## src/rtl/interp_pkg.sv

```systemverilog
// Shared definitions for the HEVC luma row interpolation scheduler:
// fractional-position codes, window geometry and FSM state encoding.
package interp_pkg;

  localparam logic [1:0] FRAC_INT = 2'd0;
  localparam logic [1:0] FRAC_Q   = 2'd1;
  localparam logic [1:0] FRAC_H   = 2'd2;
  localparam logic [1:0] FRAC_3Q  = 2'd3;

  localparam int FIR_TAPS = 8;
  localparam int PRE_PIX  = FIR_TAPS - 1;

  typedef enum logic [1:0] {
    IDLE    = 2'd0,
    PRELOAD = 2'd1,
    RUN     = 2'd2,
    DRAIN   = 2'd3
  } state_t;

  // True when the FIR bank result is used rather than the bypassed centre tap.
  function automatic logic is_filtered(input logic [1:0] f);
    return (f == FRAC_Q) || (f == FRAC_H) || (f == FRAC_3Q);
  endfunction

endpackage

```

## src/rtl/interp_result_fifo.sv

```systemverilog
// First-word-fall-through result FIFO (data + last flag) with occupancy count.
module interp_result_fifo #(
  parameter int DEPTH = 4,
  parameter int WIDTH = 9
) (
  input  logic                       clk,
  input  logic                       srst,
  input  logic                       wr_en,
  input  logic [WIDTH-1:0]           wr_data,
  input  logic                       rd_en,
  output logic [WIDTH-1:0]           rd_data,
  output logic                       empty,
  output logic [$clog2(DEPTH+1)-1:0] count
);

  localparam int AW = (DEPTH > 1) ? $clog2(DEPTH) : 1;
  localparam int CW = $clog2(DEPTH + 1);

  logic [WIDTH-1:0] mem [DEPTH];
  logic [AW-1:0]    wr_ptr_reg;
  logic [AW-1:0]    rd_ptr_reg;
  logic [CW-1:0]    count_reg;
  logic             full;
  logic             do_wr;
  logic             do_rd;

  assign empty = (count_reg == '0);
  assign full  = (count_reg == CW'(DEPTH));
  assign do_rd = rd_en && !empty;
  // A pop frees the head slot in the same cycle, so a full FIFO can still take a write.
  assign do_wr = wr_en && (!full || do_rd);

  always_ff @(posedge clk) begin
    if (do_wr) begin
      mem[wr_ptr_reg] <= wr_data;
    end
  end

  always_ff @(posedge clk) begin
    if (srst) begin
      wr_ptr_reg <= '0;
      rd_ptr_reg <= '0;
      count_reg  <= '0;
    end else begin
      if (do_wr) begin
        wr_ptr_reg <= (wr_ptr_reg == AW'(DEPTH - 1)) ? '0 : wr_ptr_reg + 1'b1;
      end
      if (do_rd) begin
        rd_ptr_reg <= (rd_ptr_reg == AW'(DEPTH - 1)) ? '0 : rd_ptr_reg + 1'b1;
      end
      case ({do_wr, do_rd})
        2'b10:   count_reg <= count_reg + 1'b1;
        2'b01:   count_reg <= count_reg - 1'b1;
        default: count_reg <= count_reg;
      endcase
    end
  end

  assign rd_data = empty ? '0 : mem[rd_ptr_reg];
  assign count   = count_reg;

  overflow_chk : assert property (@(posedge clk) disable iff (srst) !(wr_en && full && !do_rd));

endmodule

```

## src/rtl/interp_row_scheduler.sv

```systemverilog
// Sequences one row of luma sub-pixel interpolation through the shared FIR bank,
// issuing windows only while result-buffer credits remain.
module interp_row_scheduler
  import interp_pkg::*;
#(
  parameter int ROW_W      = 8,
  parameter int FIR_LAT    = 1,
  parameter int OBUF_DEPTH = 4
) (
  input  logic        clock,
  input  logic        reset,
  input  logic        start,
  input  logic [1:0]  frac,
  output logic        busy,
  output logic        done,
  input  logic        pix_valid,
  output logic        pix_ready,
  input  logic [7:0]  pix_data,
  output logic        win_valid,
  output logic [63:0] win_data,
  output logic [1:0]  win_sel,
  input  logic [7:0]  fir_subpixel,
  output logic        out_valid,
  input  logic        out_ready,
  output logic [7:0]  out_data,
  output logic        out_last
);

  localparam int IW = $clog2(ROW_W + 1);
  localparam int CW = $clog2(OBUF_DEPTH + 1);

  state_t             state_reg;
  state_t             state_next;
  logic [1:0]         frac_reg;
  logic [63:0]        window_reg;
  logic [63:0]        window_next;
  logic [63:0]        win_data_reg;
  logic               win_valid_reg;
  logic               win_last_reg;
  logic               done_reg;
  logic [2:0]         pre_cnt_reg;
  logic [IW-1:0]      issued_reg;
  logic [FIR_LAT-1:0] vld_pipe_reg;
  logic [FIR_LAT-1:0] last_pipe_reg;
  logic [7:0]         byte_pipe_reg [FIR_LAT];

  logic               ready_c;
  logic               accept;
  logic               issue;
  logic               credit_avail;
  logic [3:0]         inflight;
  logic               fifo_empty;
  logic [8:0]         fifo_wr_data;
  logic [8:0]         fifo_rd_data;
  logic [CW-1:0]      fifo_count;

  assign window_next = {pix_data, window_reg[63:8]};
  assign accept      = pix_valid && ready_c;
  assign issue       = accept && (state_reg == RUN);

  // Every issued window holds a slot from issue until its result is popped.
  always_comb begin
    inflight = {3'b000, win_valid_reg};
    for (int k = 0; k < FIR_LAT; k++) begin
      inflight = inflight + {3'b000, vld_pipe_reg[k]};
    end
  end

  assign credit_avail = (int'(fifo_count) + int'(inflight)) < OBUF_DEPTH;

  always_comb begin
    state_next = state_reg;
    ready_c    = 1'b0;
    case (state_reg)
      IDLE: begin
        if (start) state_next = PRELOAD;
      end
      PRELOAD: begin
        ready_c = 1'b1;
        if (pix_valid && (pre_cnt_reg == 3'(PRE_PIX - 1))) state_next = RUN;
      end
      RUN: begin
        ready_c = credit_avail && (issued_reg < IW'(ROW_W));
        if (pix_valid && ready_c && (issued_reg == IW'(ROW_W - 1))) state_next = DRAIN;
      end
      DRAIN: begin
        if (!fifo_empty && out_ready && fifo_rd_data[8]) state_next = IDLE;
      end
      default: state_next = IDLE;
    endcase
  end

  always_ff @(posedge clock) begin
    if (reset) begin
      state_reg     <= IDLE;
      frac_reg      <= '0;
      window_reg    <= '0;
      win_data_reg  <= '0;
      win_valid_reg <= 1'b0;
      win_last_reg  <= 1'b0;
      done_reg      <= 1'b0;
      pre_cnt_reg   <= '0;
      issued_reg    <= '0;
      vld_pipe_reg  <= '0;
      last_pipe_reg <= '0;
      for (int k = 0; k < FIR_LAT; k++) byte_pipe_reg[k] <= '0;
    end else begin
      state_reg     <= state_next;
      done_reg      <= (state_reg == DRAIN) && (state_next == IDLE);
      win_valid_reg <= issue;
      if ((state_reg == IDLE) && start) begin
        frac_reg    <= frac;
        pre_cnt_reg <= '0;
        issued_reg  <= '0;
        window_reg  <= '0;
      end
      if (accept) window_reg <= window_next;
      if (accept && (state_reg == PRELOAD)) pre_cnt_reg <= pre_cnt_reg + 3'd1;
      if (issue) begin
        issued_reg   <= issued_reg + 1'b1;
        win_data_reg <= window_next;
        win_last_reg <= (issued_reg == IW'(ROW_W - 1));
      end
      // Tag pipe tracks the FIR bank; the byte pipe carries the centre tap for integer rows.
      vld_pipe_reg[0]  <= win_valid_reg;
      last_pipe_reg[0] <= win_last_reg;
      byte_pipe_reg[0] <= win_data_reg[31:24];
      for (int k = 1; k < FIR_LAT; k++) begin
        vld_pipe_reg[k]  <= vld_pipe_reg[k-1];
        last_pipe_reg[k] <= last_pipe_reg[k-1];
        byte_pipe_reg[k] <= byte_pipe_reg[k-1];
      end
    end
  end

  assign fifo_wr_data = {last_pipe_reg[FIR_LAT-1],
                         is_filtered(frac_reg) ? fir_subpixel : byte_pipe_reg[FIR_LAT-1]};

  interp_result_fifo #(
    .DEPTH (OBUF_DEPTH),
    .WIDTH (9)
  ) u_result_fifo (
    .clk     (clock),
    .srst    (reset),
    .wr_en   (vld_pipe_reg[FIR_LAT-1]),
    .wr_data (fifo_wr_data),
    .rd_en   (out_ready),
    .rd_data (fifo_rd_data),
    .empty   (fifo_empty),
    .count   (fifo_count)
  );

  assign busy      = (state_reg != IDLE);
  assign done      = done_reg;
  assign pix_ready = ready_c;
  assign win_valid = win_valid_reg;
  assign win_data  = win_data_reg;
  assign win_sel   = frac_reg;
  assign out_valid = !fifo_empty;
  assign out_data  = fifo_rd_data[7:0];
  assign out_last  = fifo_rd_data[8];

endmodule

```

## config.mk

```make
export PLATFORM = sky130hd
export DESIGN_NAME = interp_row_scheduler
export DESIGN_NICKNAME = d
export VERILOG_FILES = /design/src/rtl/interp_pkg.sv /design/src/rtl/interp_result_fifo.sv /design/src/rtl/interp_row_scheduler.sv
export SDC_FILE = /design/constraint.sdc
export NUM_CORES = 1
export LEC_CHECK = 0
export CAP_MARGIN = 20
export CORE_ASPECT_RATIO = 0.8
export CORE_MARGIN = 5
export CORE_UTILIZATION = 40
export CTS_CLUSTER_SIZE = 40
export DETAILED_ROUTE_END_ITERATION = 8
export GPL_TIMING_DRIVEN = 0
export PLACE_DENSITY = 0.64
export RECOVER_POWER = 50
export SLEW_MARGIN = 20
export SYNTH_ARGS = -nofsm -noshare
export SYNTH_HDL_FRONTEND = slang
export SYNTH_HIERARCHICAL = 1
export SYNTH_SLANG_ARGS = --single-unit
export TNS_END_PERCENT = 5
```

## constraint.sdc

```tcl
create_clock -name clock -period 2.32 [get_ports clock]
set_input_delay 0.232 -clock clock [delete_from_list [all_inputs] [get_ports clock]]
set_output_delay 0.232 -clock clock [all_outputs]
set_load 0.005 [all_outputs]
```

# Word level (Yosys, flattened, before mapping)

Memories as Yosys holds them, arrays and structs flattened. A register that Yosys moved wholly into a read port is not among the register bits.
Index checks and enable logic that the tools add are counted.
Widths: inputs -> output; s select.

Multiplexer cells: 26
Reduce and logical (&&, ||, !) cells: 26
Equality and inequality tests: 13
Magnitude comparators: 2
Add/sub/neg operators: 8

Operators by type and width:

| cell                | count |
|---|---|
| $mux 64             | 2 |
| $mux 2              | 8 |
| $mux 8              | 2 |
| $eq 2x2->1 const B  | 7 |
| $logic_and 1x1->1   | 12 |
| $reduce_bool 2->1   | 5 |
| $mux 9              | 1 |
| $mux 4              | 2 |
| $pmux 2 s4          | 1 |
| $reduce_or 8->1     | 1 |
| $add 3x1->3 const B | 2 |
| $eq 2x1->1 const B  | 3 |
| $eq 3x3->1 const B  | 2 |
| $mux 1              | 6 |
| $mux 3              | 2 |
| $pmux 3 s2          | 1 |
| $add 2x1->2 const B | 2 |
| $add 3x2->4         | 1 |
| $add 4x1->4 const B | 1 |
| $eq 4x3->1 const B  | 1 |
| $logic_not 2->1     | 2 |
| $lt 4x3->1 const B  | 1 |
| $lt 4x4->1 const B  | 1 |
| $logic_not 3->1     | 1 |
| other kinds (5)     | 8 |

Memories: 2
Bits in writable memories: 44
Register bits after elaboration: 151
Output and inout bits: 80
Logic and storage cells: 91

Memory list:

| memory            | depth | bits a word | rd ports | clocked after Yosys merged registers in | write ports | line                       | text |
|---|---|---|---|---|---|---|---|
| u_result_fifo.mem | 4     | 9           | 1        | 1                                       | 1           | interp_result_fifo.sv:19   | `logic [WIDTH-1:0] mem [DEPTH];` |
| byte_pipe_reg     | 1     | 8           | 1        | 0                                       | 1           | interp_row_scheduler.sv:45 | `logic [7:0] byte_pipe_reg [FIR_LAT];` |

# Depth between registers and ports, before layout

Depth after elaboration: 10
Mapped depth: 9
Depth with buffers taken out: 6

# Cells and area by module

Netlist, hierarchy kept.

By module, submodules not included:

| module               | instances | area each (um2) | cells an instance |
|---|---|---|---|
| interp_row_scheduler | 1         | 5,109.9         | 535 |
| interp_result_fifo   | 1         | 1,965.6         | 122 |

# Worst setup path before layout

Ideal clock, no wire load.

Kind: reg2reg
From: register u_result_fifo.count_reg[2] (netlist: u_result_fifo/count[2])
To: register u_result_fifo.count_reg[2] (netlist: u_result_fifo/count[2])
Data arrival time: 1,706 ps
Setup slack: 488 ps
Path buffers: 1
Library setup time: 126 ps
Stages on the path, launching flop included: 8
Required time: 2,194 ps
Clock period less this slack: 1,832 ps
Cells stage by stage: dfxtp_1 -> nor3_1 -> buf_2 -> nand3b_1 -> fa_1 -> nand2b_1 -> o211ai_1 -> a31oi_1

Longest elaborated chain between the ends: 7
Elaborated cells on any way between the ends: 13
Those cells by class: add/sub: 2; eq/ne: 3; mux: 1; reduce/logical: 7

Ends and longest elaborated chain:

| item                                            | line                       | text |
|---|---|---|
| start, declared                                 | interp_result_fifo.sv:22   | `logic [CW-1:0] count_reg;` |
| start signal, assigned                          | interp_result_fifo.sv:52   | `2'b10: count_reg <= count_reg + 1'b1;` |
| start signal, assigned                          | interp_result_fifo.sv:53   | `2'b01: count_reg <= count_reg - 1'b1;` |
| start signal, assigned                          | interp_result_fifo.sv:54   | `default: count_reg <= count_reg;` |
| $logic_not 3->1 (*)                             | interp_result_fifo.sv:27   | `assign empty = (count_reg == '0);` |
| via fifo_empty                                  | interp_row_scheduler.sv:52 | `logic fifo_empty;` |
| $logic_not 1->1 (*)                             | interp_result_fifo.sv:29   | `assign do_rd = rd_en && !empty;` |
| $logic_and 1x1->1 (*)                           | interp_result_fifo.sv:29   |  |
| $logic_or 1x1->1                                | interp_result_fifo.sv:31   | `assign do_wr = wr_en && (!full \|\| do_rd);` |
| $logic_and 1x1->1                               | interp_result_fifo.sv:31   |  |
| $eq 2x1->1 or $eq 2x2->1 (tied branches)        | interp_result_fifo.sv:51   | `case ({do_wr, do_rd})` |
| $pmux 3 s2 or $reduce_bool 2->1 (tied branches) | --                         |  |

The timed path passes the listed nets; every way through them passes the cells marked *.
A chain may end at the register's enable or synchronous reset.

==> results.cfg <==
[run_status]
status = finished clean

[synthesis]
synth_seq_cells = 189
synth_area_per_cell_um2 = 10.8
synth_top_area_share = 0.433
async_flop_share = 0
ys.flop_type = dfxtp_1
yosysTopAreaCell = dfxtp_1
netlist_area_mm2 = 0.00708
synth_area_leaders = dfxtp_1, edfxtp_1, nand2_1
synth_warnings = 6
synth_cell_types = 52
syn_inst = 657
synth-seq-area-share = 0.586
synth_edf_count = 36
syn_nets = 695

[sta]
finalClockSkew_ps = 7.52
period_minus_slack_ps = 2220
finalCritPeriodShare = 0.956
finalSetupViolCount = 0
fmax_mhz = 451
hold_viol = 0
finalWorstSetupSlack_ps = 103
worstMarginPinSlew_ps = 928
final-max-slew-violation-count = 0
relSlewSlack = 0.379
rsz0062_at_grt = yes

[layout]
final_common_cell = dfxtp_1
final_cell_mix = dfxtp_1, nand2_1, a21oi_1
nNetsFinal = 817
final_area_mm2 = 0.00896
largest_reg_flops = 64
antenna_cells = 0
fillers = 1580
fin_util = 0.516
syn_to_final_growth_pct = 26.7
layout-drive-gt1-share = 0.101

[placed_design]
hpwlAfterDp_mm = 12.7
pre_cts_ws_ps = -292
port_buffers = 102
placed_area_mm2 = 0.00838
routabilityCongestion = 0.837

[critical_path]
start_kind = register
end_kind = output pin
crit_required_ps = 2090
ff2ff_path_depth = 9
r2r_start = state_reg[1]$_SDFF_PP0_
worstPathMaxFanout = 9
rr_endpoint = win_data[34]$_SDFFE_PP0P_
critPathArrivalTime_ps = 1990
r2r_slack_ps = 150
criticalPathCategory = reg -> out

[floorplanning]
die_h_um = 129
num_rows = 43
die_area_mm2 = 0.0205
coreArea_mm2 = 0.0174
start_util = 0.407
die_w_um = 159
io_pins = 103

[global_route]
grt_pass1_vias = 5346
use_met1 = 0.224
grtUsageTotal = 0.172
gr-usage-met2 = 0.286
grt_pass1_wl_mm = 27.6
antenna_found_initial = 0
gr-total-overflow = 0
busiest_layer = met2
grt_start_max_net_pins = 17
gr-usage-met3 = 0.0471

[clock_tree]
h-tree-depth = 4
numCtsBuffers = 17
root_buffer = clkbuf_16
cts_tree = built
path_clk_slew_ps = 70
cts_buffer_depth = 2
cts_sinks = 189
clock_latency_ps = 420
postCtsHoldBufs = 0

[route]
via_per_inst = 5.17
drt_first_iter_violations = 250
dr.pass1.iters = 5
drc = 0
drtAntennaViolNets = 0
vias = 5262
routedWlPerCell_um = 17.1
drt_wl_total_mm = 17.4

[min_path]
hp-class = in -> reg
hold_depth = 3
min_from = pix_data[4]
hold_path_end = win_data[60]$_SDFFE_PP0P_

[pwr]
power_mw = 6.20
ir_drop_v = 0.000512
p_leak_nw = 3.45
power.density_mw_per_mm2 = 691

[run]
drv_cap = 0
[cell usage after synthesis, drive strengths merged, types with 2 or more instances]
| master | number |
|---|---|
| mux2 | 8 |
| edfxtp | 36 |
| a21oi | 80 |
| inv | 12 |
| nor4b | 2 |
| nand2 | 140 |
| dfxtp | 153 |
| nand3 | 12 |
| nor2 | 12 |
| nor3 | 2 |
| a22o | 56 |
| and2 | 5 |
| a21o | 2 |
| or3 | 4 |
| o211ai | 2 |
| nor2b | 20 |
| clkbuf | 17 |
| nand2b | 5 |
| ha | 14 |
| buf | 27 |
| o21ai | 6 |
| nand3b | 6 |
| and3 | 2 |
| mux4 | 9 |
| a31oi | 5 |
[through the flow]
step | cells | setup TNS, ps | hold slack (ps)
2_1_floorplan | 657 | 0 | 301
4_1_cts | 1017 | 0 | 376
5_1_grt | 1017 | -27.8 | 395
6_report | 1017 | 0 | 387
3_5_place_dp | 984 | -7380 | 449
3_3_place_gp | 984 | -5750 | 444
[critical path, cell delays in order (launching register included)]
cell and delay [ps]:
dfxtp_2 340, buf_12 140, mux4_2 490, nor2b_1 150, clkdlybuf4s50_1 440
[area by class of cell]
class / count / area, µm² / share of cell area
repair buffers: 103 / 1030 / 0.115
inverters: 12 / 45.0 / 0.00503
flip-flops and latches: 189 / 4150 / 0.462
clock buffers: 20 / 437 / 0.0487
plain buffers: 44 / 294 / 0.0328
clock inverters: 12 / 93.8 / 0.0105
multi-input cells: 412 / 2630 / 0.294
well taps: 225 / 282 / 0.0314
[how the worst max path moves through the flow]
| stage | from | endpoint | slack [ps] | depth (start not counted) |
|---|---|---|---|---|
| after floorplan | u_result_fifo/count[2]$_SDFFE_PP0P_ | u_result_fifo/count[2]$_SDFFE_PP0P_ | 490 | 7 |
| after global placement | reset | win_data[14]$_SDFFE_PP0P_ | -230 | 5 |
| after detailed placement | reset | win_data[13]$_SDFFE_PP0P_ | -290 | 5 |
| after CTS | register | out_data[4] | 10 | 4 |
| after global routing | state_reg[1]$_SDFF_PP0_ | win_data[25]$_SDFFE_PP0P_ | -10 | 9 |
| final | register | out_data[5] | 100 | 4 |
[per-layer routing]
metal,up-vias,part of all wire
met3,18,0.055
met5,-,0
li1,2558,-
met2,142,0.48
met4,0,0.012
met1,2544,0.45
[power by group]
part	leakage (nW)	internal, mW	switching (mW)	total (mW)
registers	1.57	3.35	0.00568	3.35
clock network	0.255	1.38	1.24	2.62
logic	1.63	0.0911	0.131	0.222
[what timing repair did]
action | CTS | global route
gates resized for setup | 9 | 15
setup buffers | 1 | 0
hold endpoints to repair | 0 | 0
pin swaps | 1 | 0
endpoints found under the setup margin | 19 | 59
[cells by family (layout without fill, tap and decap cells)]
| kind of cell | count (synthesis) | after routing | synth area share |
|---|---|---|---|
| compound gates | 162 | 162 | 0.154 |
| xor+xnor | 2 | 2 | 0.00248 |
| fa+ha+maj | 15 | 15 | 0.0276 |
| buf+inv | 56 | 191 | 0.0453 |
| flops | 189 | 189 | 0.586 |
| mux | 18 | 18 | 0.0428 |
| simple gates | 215 | 215 | 0.142 |
No activity file was read; power rests on OpenSTA's default activity.
